File: src/rtl/alu_ops_pkg.sv
// Shared ALU function codes and the divider FSM state type, used by the
// multiplier, divider and ALU decoder.
package alu_ops_pkg;

  localparam logic [5:0] MULTU = 6'b011001;
  localparam logic [5:0] DIV   = 6'b011010;
  localparam logic [5:0] DIVU  = 6'b011011;
  localparam logic [5:0] OUT   = 6'b111111;

  typedef enum logic [1:0] {
    IDLE,
    RUN,
    DONE
  } div_state_t;

endpackage

File: src/rtl/divider_if.sv
// Operand/function-code/result bundle between the ALU datapath and the divider.
interface divider_if #(
  parameter int WIDTH = 32
);
  logic [WIDTH-1:0]   dataA;
  logic [WIDTH-1:0]   dataB;
  logic [5:0]         Signal;
  logic [2*WIDTH-1:0] dataOut;
  logic               busy;
  logic               done;

  modport master (output dataA, dataB, Signal, input dataOut, busy, done);
  modport slave  (input dataA, dataB, Signal, output dataOut, busy, done);
endinterface

File: src/rtl/divider_step.sv
// One combinational restoring-division iteration: shift {rem, quo} left,
// try to subtract the divisor, keep the difference when it does not borrow.
module div_step #(
  parameter int WIDTH = 32
) (
  input  logic [WIDTH-1:0] rem,
  input  logic [WIDTH-1:0] quo,
  input  logic [WIDTH-1:0] divisor,
  output logic [WIDTH-1:0] rem_next,
  output logic [WIDTH-1:0] quo_next
);
  logic [WIDTH:0] shifted;

  // The remainder after a successful subtract is below the divisor, so the
  // low WIDTH bits of the difference are exact.
  always_comb begin
    shifted = {rem, quo[WIDTH-1]};
    if (shifted >= {1'b0, divisor}) begin
      rem_next = shifted[WIDTH-1:0] - divisor;
      quo_next = {quo[WIDTH-2:0], 1'b1};
    end else begin
      rem_next = shifted[WIDTH-1:0];
      quo_next = {quo[WIDTH-2:0], 1'b0};
    end
  end
endmodule

File: src/rtl/divider.sv
// Sequential radix-2 restoring divider, one quotient bit per clock, result
// {remainder, quotient}. Signed DIV support is enabled by DIVIDER_SIGNED_EN.
module divider
  import alu_ops_pkg::*;
#(
  parameter int WIDTH = 32
) (
  input logic      clk,
  input logic      reset,
  divider_if.slave bus
);
  div_state_t state, state_next;

  logic [WIDTH-1:0]   rem, quo, divisor;
  logic [5:0]         count;
  logic [2*WIDTH-1:0] result;
  logic [WIDTH-1:0]   rem_step, quo_step;
  logic [WIDTH-1:0]   dividend_mag, divisor_mag;
  logic [WIDTH-1:0]   quo_final, rem_final;
  logic               start, last;

  assign last = (count == 6'(WIDTH - 1));

`ifdef DIVIDER_SIGNED_EN
  logic signed_op, neg_quo, neg_rem;

  assign signed_op    = (bus.Signal == DIV);
  assign start        = (bus.Signal == DIVU) || signed_op;
  assign dividend_mag = (signed_op && bus.dataA[WIDTH-1]) ? -bus.dataA : bus.dataA;
  assign divisor_mag  = (signed_op && bus.dataB[WIDTH-1]) ? -bus.dataB : bus.dataB;

  always_ff @(posedge clk) begin
    if (reset) begin
      neg_quo <= 1'b0;
      neg_rem <= 1'b0;
    end else if (state == IDLE && start) begin
      neg_quo <= signed_op && (bus.dataA[WIDTH-1] ^ bus.dataB[WIDTH-1]);
      neg_rem <= signed_op && bus.dataA[WIDTH-1];
    end
  end

  // Divide by zero keeps the raw all-ones quotient; the remainder correction
  // still restores the original dividend.
  assign quo_final = (neg_quo && divisor != '0) ? -quo_step : quo_step;
  assign rem_final = neg_rem ? -rem_step : rem_step;
`else
  assign start        = (bus.Signal == DIVU);
  assign dividend_mag = bus.dataA;
  assign divisor_mag  = bus.dataB;
  assign quo_final    = quo_step;
  assign rem_final    = rem_step;
`endif

  div_step #(.WIDTH(WIDTH)) u_step (
    .rem      (rem),
    .quo      (quo),
    .divisor  (divisor),
    .rem_next (rem_step),
    .quo_next (quo_step)
  );

  always_ff @(posedge clk) begin
    if (reset) state <= IDLE;
    else       state <= state_next;
  end

  always_comb begin
    state_next = state;
    bus.busy   = 1'b0;
    bus.done   = 1'b0;
    case (state)
      IDLE: if (start) state_next = RUN;
      RUN: begin
        bus.busy = 1'b1;
        if (last) state_next = DONE;
      end
      DONE: begin
        bus.done   = 1'b1;
        state_next = IDLE;
      end
      default: state_next = IDLE;
    endcase
  end

  // Only the final iteration updates the visible result.
  always_ff @(posedge clk) begin
    if (reset) begin
      rem     <= '0;
      quo     <= '0;
      divisor <= '0;
      count   <= '0;
      result  <= '0;
    end else begin
      case (state)
        IDLE: if (start) begin
          rem     <= '0;
          quo     <= dividend_mag;
          divisor <= divisor_mag;
          count   <= '0;
        end
        RUN: begin
          rem   <= rem_step;
          quo   <= quo_step;
          count <= count + 6'd1;
          if (last) result <= {rem_final, quo_final};
        end
        default: ;
      endcase
    end
  end

  assign bus.dataOut = result;
endmodule

File: src/flat_wrapper.sv
// flat-port wrapper written by rule: the top's interface ports become plain ports
module divider_flat import alu_ops_pkg::*;
#(
  parameter int WIDTH = 32
)
  (clk, reset, bus_dataA, bus_dataB, bus_Signal, bus_dataOut, bus_busy, bus_done);
  divider_if #(.WIDTH(WIDTH)) bus_i ();
  input logic clk;
  input logic reset;
  input wire logic [$bits(bus_i.dataA)-1:0] bus_dataA;
  input wire logic [$bits(bus_i.dataB)-1:0] bus_dataB;
  input wire logic [$bits(bus_i.Signal)-1:0] bus_Signal;
  output wire logic [$bits(bus_i.dataOut)-1:0] bus_dataOut;
  output wire logic [$bits(bus_i.busy)-1:0] bus_busy;
  output wire logic [$bits(bus_i.done)-1:0] bus_done;
  assign bus_i.dataA = bus_dataA;
  assign bus_i.dataB = bus_dataB;
  assign bus_i.Signal = bus_Signal;
  assign bus_dataOut = bus_i.dataOut;
  assign bus_busy = bus_i.busy;
  assign bus_done = bus_i.done;
  divider #(.WIDTH(WIDTH)) u_core (.clk(clk), .reset(reset), .bus(bus_i));
endmodule
File: config.mk
export PLATFORM = sky130hd
export DESIGN_NAME = divider_flat
export DESIGN_NICKNAME = d
export VERILOG_FILES = /design/src/rtl/alu_ops_pkg.sv /design/src/rtl/divider_if.sv /design/src/rtl/divider_step.sv /design/src/rtl/divider.sv /design/src/flat_wrapper.sv
export SDC_FILE = /design/constraint.sdc
export NUM_CORES = 1
export LEC_CHECK = 0
export BUFFER_PORTS_ARGS = -buffer_cell sky130_fd_sc_hd__buf_2
export CAP_MARGIN = 20
export CELL_PAD_IN_SITES_DETAIL_PLACEMENT = 1
export CELL_PAD_IN_SITES_GLOBAL_PLACEMENT = 1
export CORE_ASPECT_RATIO = 1.5
export CORE_MARGIN = 2
export CORE_UTILIZATION = 38
export DETAILED_ROUTE_END_ITERATION = 7
export PLACE_DENSITY_LB_ADDON = 0.1
export SLEW_MARGIN = 30
export SYNTH_ARGS = -nofsm -noshare
export SYNTH_HDL_FRONTEND = slang
export SYNTH_SLANG_ARGS = --single-unit
File: constraint.sdc
create_clock -name clk -period 2.6 [get_ports clk]
set_input_delay 0.26 -clock clk [delete_from_list [all_inputs] [get_ports clk]]
set_output_delay 0.26 -clock clk [all_outputs]
set_load 0.03 [all_outputs]
## Yosys cells after proc, flatten, opt, wreduce, memory -nomap -nowiden

Cells that the tools add are included.

- Word-level logic and storage cells: 34
- Register bits after elaboration: 168

- Equality and inequality tests: 6
- $add $sub $neg: 2
- Reduce and logical (&&, ||, !) cells: 6
- Multiplexer cells: 13
- Order comparisons: 1

Operators by type and width:

| operator | number |
|---|---|
| 32-bit one-hot mux with 2 select lines | 2 |
| 32-bit 2-to-1 mux | 3 |
| 33-bit by 32-bit greater-or-equal comparator with 1-bit output | 1 |
| 32-bit subtractor | 1 |
| 6-bit by 5-bit equality test with 1-bit output (second input constant) | 2 |
| 6-bit one-hot mux with 2 select lines | 1 |
| 2-bit AND reduction | 4 |
| 6-bit by 1-bit adder with 6-bit output (second input constant) | 1 |
| 6-bit 2-to-1 mux | 1 |
| 2-bit 2-to-1 mux | 2 |
| 2-bit by 1-bit inequality test with 1-bit output (second input constant) | 2 |
| 2-bit one-hot mux with 2 select lines | 1 |
| 1-bit 2-to-1 mux | 3 |
| 2-bit by 1-bit equality test with 1-bit output (second input constant) | 1 |
| 2-bit equality test (second input constant) | 1 |
| 2-bit zero test | 1 |
| 2-bit nonzero test | 1 |

## Depth between registers and ports, before layout

- Word-level depth: 3
- Depth in mapped cells: 12

## Hierarchy

A second synthesis with hierarchy kept.

- Cell total of the unflattened synthesis: 1155
- Area total of the unflattened synthesis: 9867.0 µm²

Modules (own cells, without submodules):

| module | sequential area each (µm²) | cells an instance | area an instance (µm²) | instances |
|---|---|---|---|---|
| divider | 3363.2 | 801 | 7303.3 | 1 |
| div_step | 0.0 | 354 | 2563.7 | 1 |

## Least setup slack after synthesis

OpenSTA, ideal clock, no wires.

- Path type: register to register
- Start: register u_core.quo[31]
- End: register u_core.result[62] (netlist: u_core.bus.dataOut[62])
- Required time: 2.472 ns
- Stages on the path, launching flop included: 13
- Library setup time: 0.128 ns
- Path slack: -0.125 ns
- Path buffers: 0
- Arrival: 2.598 ns
- Cell sequence: dfxtp_1 -> inv_1 -> ha_1 -> inv_1 -> fa_1 -> a21o_1 -> a221o_1 -> a221oi_2 -> o21a_1 -> o21ai_1 -> a41oi_2 -> xor2_1 -> o211ai_1

- Cells in the longest elaborated chain, start to end: 2
- Elaborated cells between the ends (all ways): 3
- Classes of those cells: add/sub (1); order compare (1); mux (1)

Ends and longest elaborated chain:

| element | RTL line | source |
|---|---|---|
| start: declaration | divider.sv:14 | `logic [WIDTH-1:0] rem, quo, divisor;` |
| start signal: assignment | divider.sv:97 | `quo <= dividend_mag;` |
| start signal: assignment | divider.sv:103 | `quo <= quo_step;` |
| 32-bit subtractor or 33-bit by 32-bit greater-or-equal comparator with 1-bit output (tied branches) | divider_step.sv:19, divider_step.sv:18 |  |
| 32-bit 2-to-1 mux (*) | divider_step.sv:18 | `if (shifted >= {1'b0, divisor}) begin` |
| end signal: assignment | divider.sv:105 | `if (last) result <= {rem_final, quo_final};` |
| end: declaration | divider.sv:16 | `logic [2*WIDTH-1:0] result;` |

Every way passes the cells marked *; elsewhere a longest branch is shown, timed or not.
A chain may end at the register's enable or synchronous reset.

## Worst setup path after layout

- Start: register u_core.quo[31]
- End: register u_core.result[50] (netlist: u_core.bus.dataOut[50])

The elaborated chain is that of the path after synthesis.

==> summary.txt <==
# nets final -> 1350
Maximum fanout along the worst path -> 3
Delay of the slowest cell on the worst path -> 0.35 ns
Total via count after detailed routing -> 8136
Area used by sequential logic in the layout -> 0.00338 sq mm
Via count of the first global-routing pass -> 8596
Yosys top cell area share -> 40.8%
Portion of the clock cycle consumed by the worst path in the final layout -> 108%
Number of max-capacitance violations reported -> 0
Warnings from Yosys -> 0
Synthesized cell area -> 0.00824 sq mm
Number of nets in the synthesized netlist -> 1111
Total CTS buffers -> 17
Violation count after the first detailed-route iteration -> 302
Final setup TNS -> -2.01 ns
Top FF cell, synth -> sky130_fd_sc_hd__dfxtp_1
Ranking of synthesized cells by area -> sky130_fd_sc_hd__dfxtp_1 (41%), sky130_fd_sc_hd__nand2_1 (9.5%), sky130_fd_sc_hd__a21oi_1 (8.1%)
Status -> complete, but fails checks
Clock sink total -> 168
Async set-or-reset flop fraction in the synthesized netlist -> 0%
Most common cell after layout, fill and taps aside -> sky130_fd_sc_hd__nand2_1
Total chip power -> 6.39 mW
N_diodes -> 0
Register clock-pin slew on the reported worst setup and hold paths -> 0.07 ns
Proportion of synthesized chip area in sequential cells -> 40.8%
Pwr per Cell Area -> 548 mW/mm^2
Setup crit end kind -> register
Number of max-slew violations in the final report -> 0
Number of H-tree levels -> 4
Crit-path slowest cell -> sky130_fd_sc_hd__a221o_1
Non-filler instance count after layout -> 1529
GRT Overall Usage -> 23.3%
Violated checks -> setup timing
# hold bufs at CTS -> 0
Global-route wire length before repair -> 43.1 mm
Tightest Pin Transition -> 0.660 ns
Endpoint arrival time on the critical path -> 3.15 ns
# port buffers -> 137
Final setup viols -> 15
Startpoint types -> register
Detailed Routing Iterations Pass 1 -> 4
Placed cell count -> 1461
Largest net degree at the start of global routing -> 65
P&R area growth vs syn -> 41.5%
Maximum count of clock buffers along a single path -> 2
Cell with the most instances on the worst path -> sky130_fd_sc_hd__inv_2
Number of library cell types mapped by synthesis -> 65
Worst path top cell family by delay -> compound AO/OA/AOI/OAI gates
Unrepaired setup endpoints after global routing -> true
Routed Wire Length -> 27.5 mm
Post-Syn Area per Cell -> 8.20 sq um
Synthesized netlist cell count -> 1005
Die height -> 184 um
Number of top-level pins -> 138
Required time reported for the critical path endpoint -> 2.95 ns
Area occupied by multi-input gates -> 0.00520 sq mm
DRC viols -> 0
Die area -> 0.0229 sq mm
Path type of the worst setup path -> reg2reg
Routed len/inst -> 18.0 um
Number of failing hold endpoints at the final stage -> 0
Effective utilization at floorplan -> 38.4%
Die Width -> 124 um
Max IR drop VDD -> 0.482 mV
Std-Cell Rows -> 66
DP HPWL -> 18.2 mm
Remaining Overflow, GRT -> 0
Clock skew -> 0.0154 ns
Number of register bits inferred by synthesis -> 168
Number of filler cells placed in the layout -> 2584
Vias per cell -> 5.32
Crit path buffers/inverters -> 3
Post-route antenna net violation count -> 0
Clk root buf -> sky130_fd_sc_hd__clkbuf_16
Cell type with the largest total area after synthesis -> sky130_fd_sc_hd__dfxtp_1
Critical-path cell list -> inv_2 -> ha_4 -> inv_2 -> fa_2 -> a21o_1 -> a221o_1 -> a221oi_2 -> buf_4 -> o21ai_0 -> a21oi_1 -> xnor2_1 -> mux2i_1 -> a211oi_1
Number of enable flip-flop cells after synthesis -> 0
Share of cells above drive strength 1 -> 36.8%
Normalized max-slew margin -> 56.0%
Crit path time final -> 2.80 ns
Setup ws final -> -0.199 ns
Insertion delay to the later sink of the worst-skew pair -> 0.45 ns
RePlAce Congestion -> 0.852
Core area -> 0.0215 sq mm
Commonest cells after routing, fill and taps aside -> sky130_fd_sc_hd__nand2_1 (206), sky130_fd_sc_hd__dfxtp_1 (151), sky130_fd_sc_hd__buf_2 (136), sky130_fd_sc_hd__buf_4 (136), sky130_fd_sc_hd__a21oi_1 (125)
Worst min-delay path class -> in2reg
Number of antenna violations at the first check in global routing -> 0
Leak pwr -> 4.70 nW
Achievable clock frequency -> 357 MHz
TritonCTS clock tree -> done
Worst slack, placed -> -0.226 ns
stage by stage:
stage / cell area [sq um] / utilization, % / hold slack, ns
floorplan: 8240 / - / 0.396
global placement: 9900 / 46.1 / 0.439
detailed placement: 9900 / 46.1 / 0.445
CTS: 11200 / 52.1 / 0.0349
global route: 11700 / 54.3 / 0.0446
finish: 11700 / 54.3 / 0.0481
Yosys cell counts, types with 6 or more instances:
cell / n
sky130_fd_sc_hd__dfxtp_1: 168
sky130_fd_sc_hd__nand3b_1: 11
sky130_fd_sc_hd__ha_1: 33
sky130_fd_sc_hd__a211oi_2: 15
sky130_fd_sc_hd__nand3_1: 16
sky130_fd_sc_hd__a211oi_1: 15
sky130_fd_sc_hd__nand4_1: 6
sky130_fd_sc_hd__a32oi_1: 6
sky130_fd_sc_hd__a21oi_1: 133
sky130_fd_sc_hd__o211ai_1: 6
sky130_fd_sc_hd__a22oi_1: 31
sky130_fd_sc_hd__nor2_1: 49
sky130_fd_sc_hd__nand2b_1: 6
sky130_fd_sc_hd__buf_2: 8
sky130_fd_sc_hd__o21ai_1: 22
sky130_fd_sc_hd__inv_1: 40
sky130_fd_sc_hd__a21o_1: 10
sky130_fd_sc_hd__nand2_1: 209
sky130_fd_sc_hd__clkbuf_1: 51
sky130_fd_sc_hd__mux2i_1: 25
sky130_fd_sc_hd__xnor2_1: 20
sky130_fd_sc_hd__o21ai_0: 36
power by group:
| part | switching [mW] | total (mW) | leakage, nW | internal (mW) |
|---|---|---|---|---|
| clock | 1.15 | 2.91 | 0.322 | 1.77 |
| combinational | 0.446 | 0.885 | 3.01 | 0.439 |
| sequential | 0.00781 | 2.59 | 1.36 | 2.58 |
worst min-delay path, delay by kind of cell:
family	cells	cell delay (ns)
AOI/OAI and AO/OA	1	0.05
buffers and inverters	1	0.09
and+or+nand+nor	1	0.04
metal layers:
metal	routed length [um]	share of wire, %	track usage (%)	vias up
met3	1140	4.1	5.17	35
met5	0	0	0	-
met2	14900	54	44.9	133
li1	-	-	-	4006
met1	10900	40	25.1	3962
met4	527	1.9	7.15	0
cell families after synthesis:
| kind of cell | count (synthesis) | synth area share [%] |
|---|---|---|
| flip-flops | 168 | 40.8 |
| AND/OR/NAND/NOR | 332 | 17.8 |
| buffers and inverters | 105 | 5.33 |
| adder cells (fa/ha/maj) | 34 | 5.26 |
| multiplexers | 27 | 3.31 |
| AO/OA/AOI/OAI | 314 | 24.8 |
| XOR/XNOR | 25 | 2.66 |
worst paths after layout:
| path | depth (start not counted) | slack (ns) | to | from |
|---|---|---|---|---|
| setup / recovery | 13 | -0.20 | u_core.bus.dataOut[50] | u_core.quo[31] |
| hold / removal | 3 | 0.05 | u_core.divisor[13] | bus_dataB[13] |
| setup reg to reg | 13 | -0.20 | u_core.bus.dataOut[50] | u_core.quo[31] |
| hold reg to reg | 2 | 0.45 | u_core.bus.dataOut[25] | u_core.bus.dataOut[25] |
layout make-up:
| cell class | count | area share [%] |
|---|---|---|
| well taps | 272 | 2.92 |
| clock inverters | 13 | 1.86 |
| clock buffers | 19 | 3.89 |
| flip-flops and latches | 168 | 29.0 |
| inverters | 40 | 1.29 |
| repair buffers | 285 | 16.4 |
| multi-input cells | 732 | 44.6 |
repair_timing:
item                                    4_1_cts  5_1_grt
pin swaps                                    26       26
gates resized for setup                      72       89
setup buffers                                28       15
cloned                                        1        1
endpoints found under the setup margin       64       65
registers in the layout, summed over array words and instances, names as in the netlist:
register / cells
u_core.bus.dataOut: 64
u_core.count: 6
u_core.divisor: 32
u_core.quo: 32
u_core.rem: 32
u_core.state: 2
Note: power is estimated with default switching activity, not from simulation.
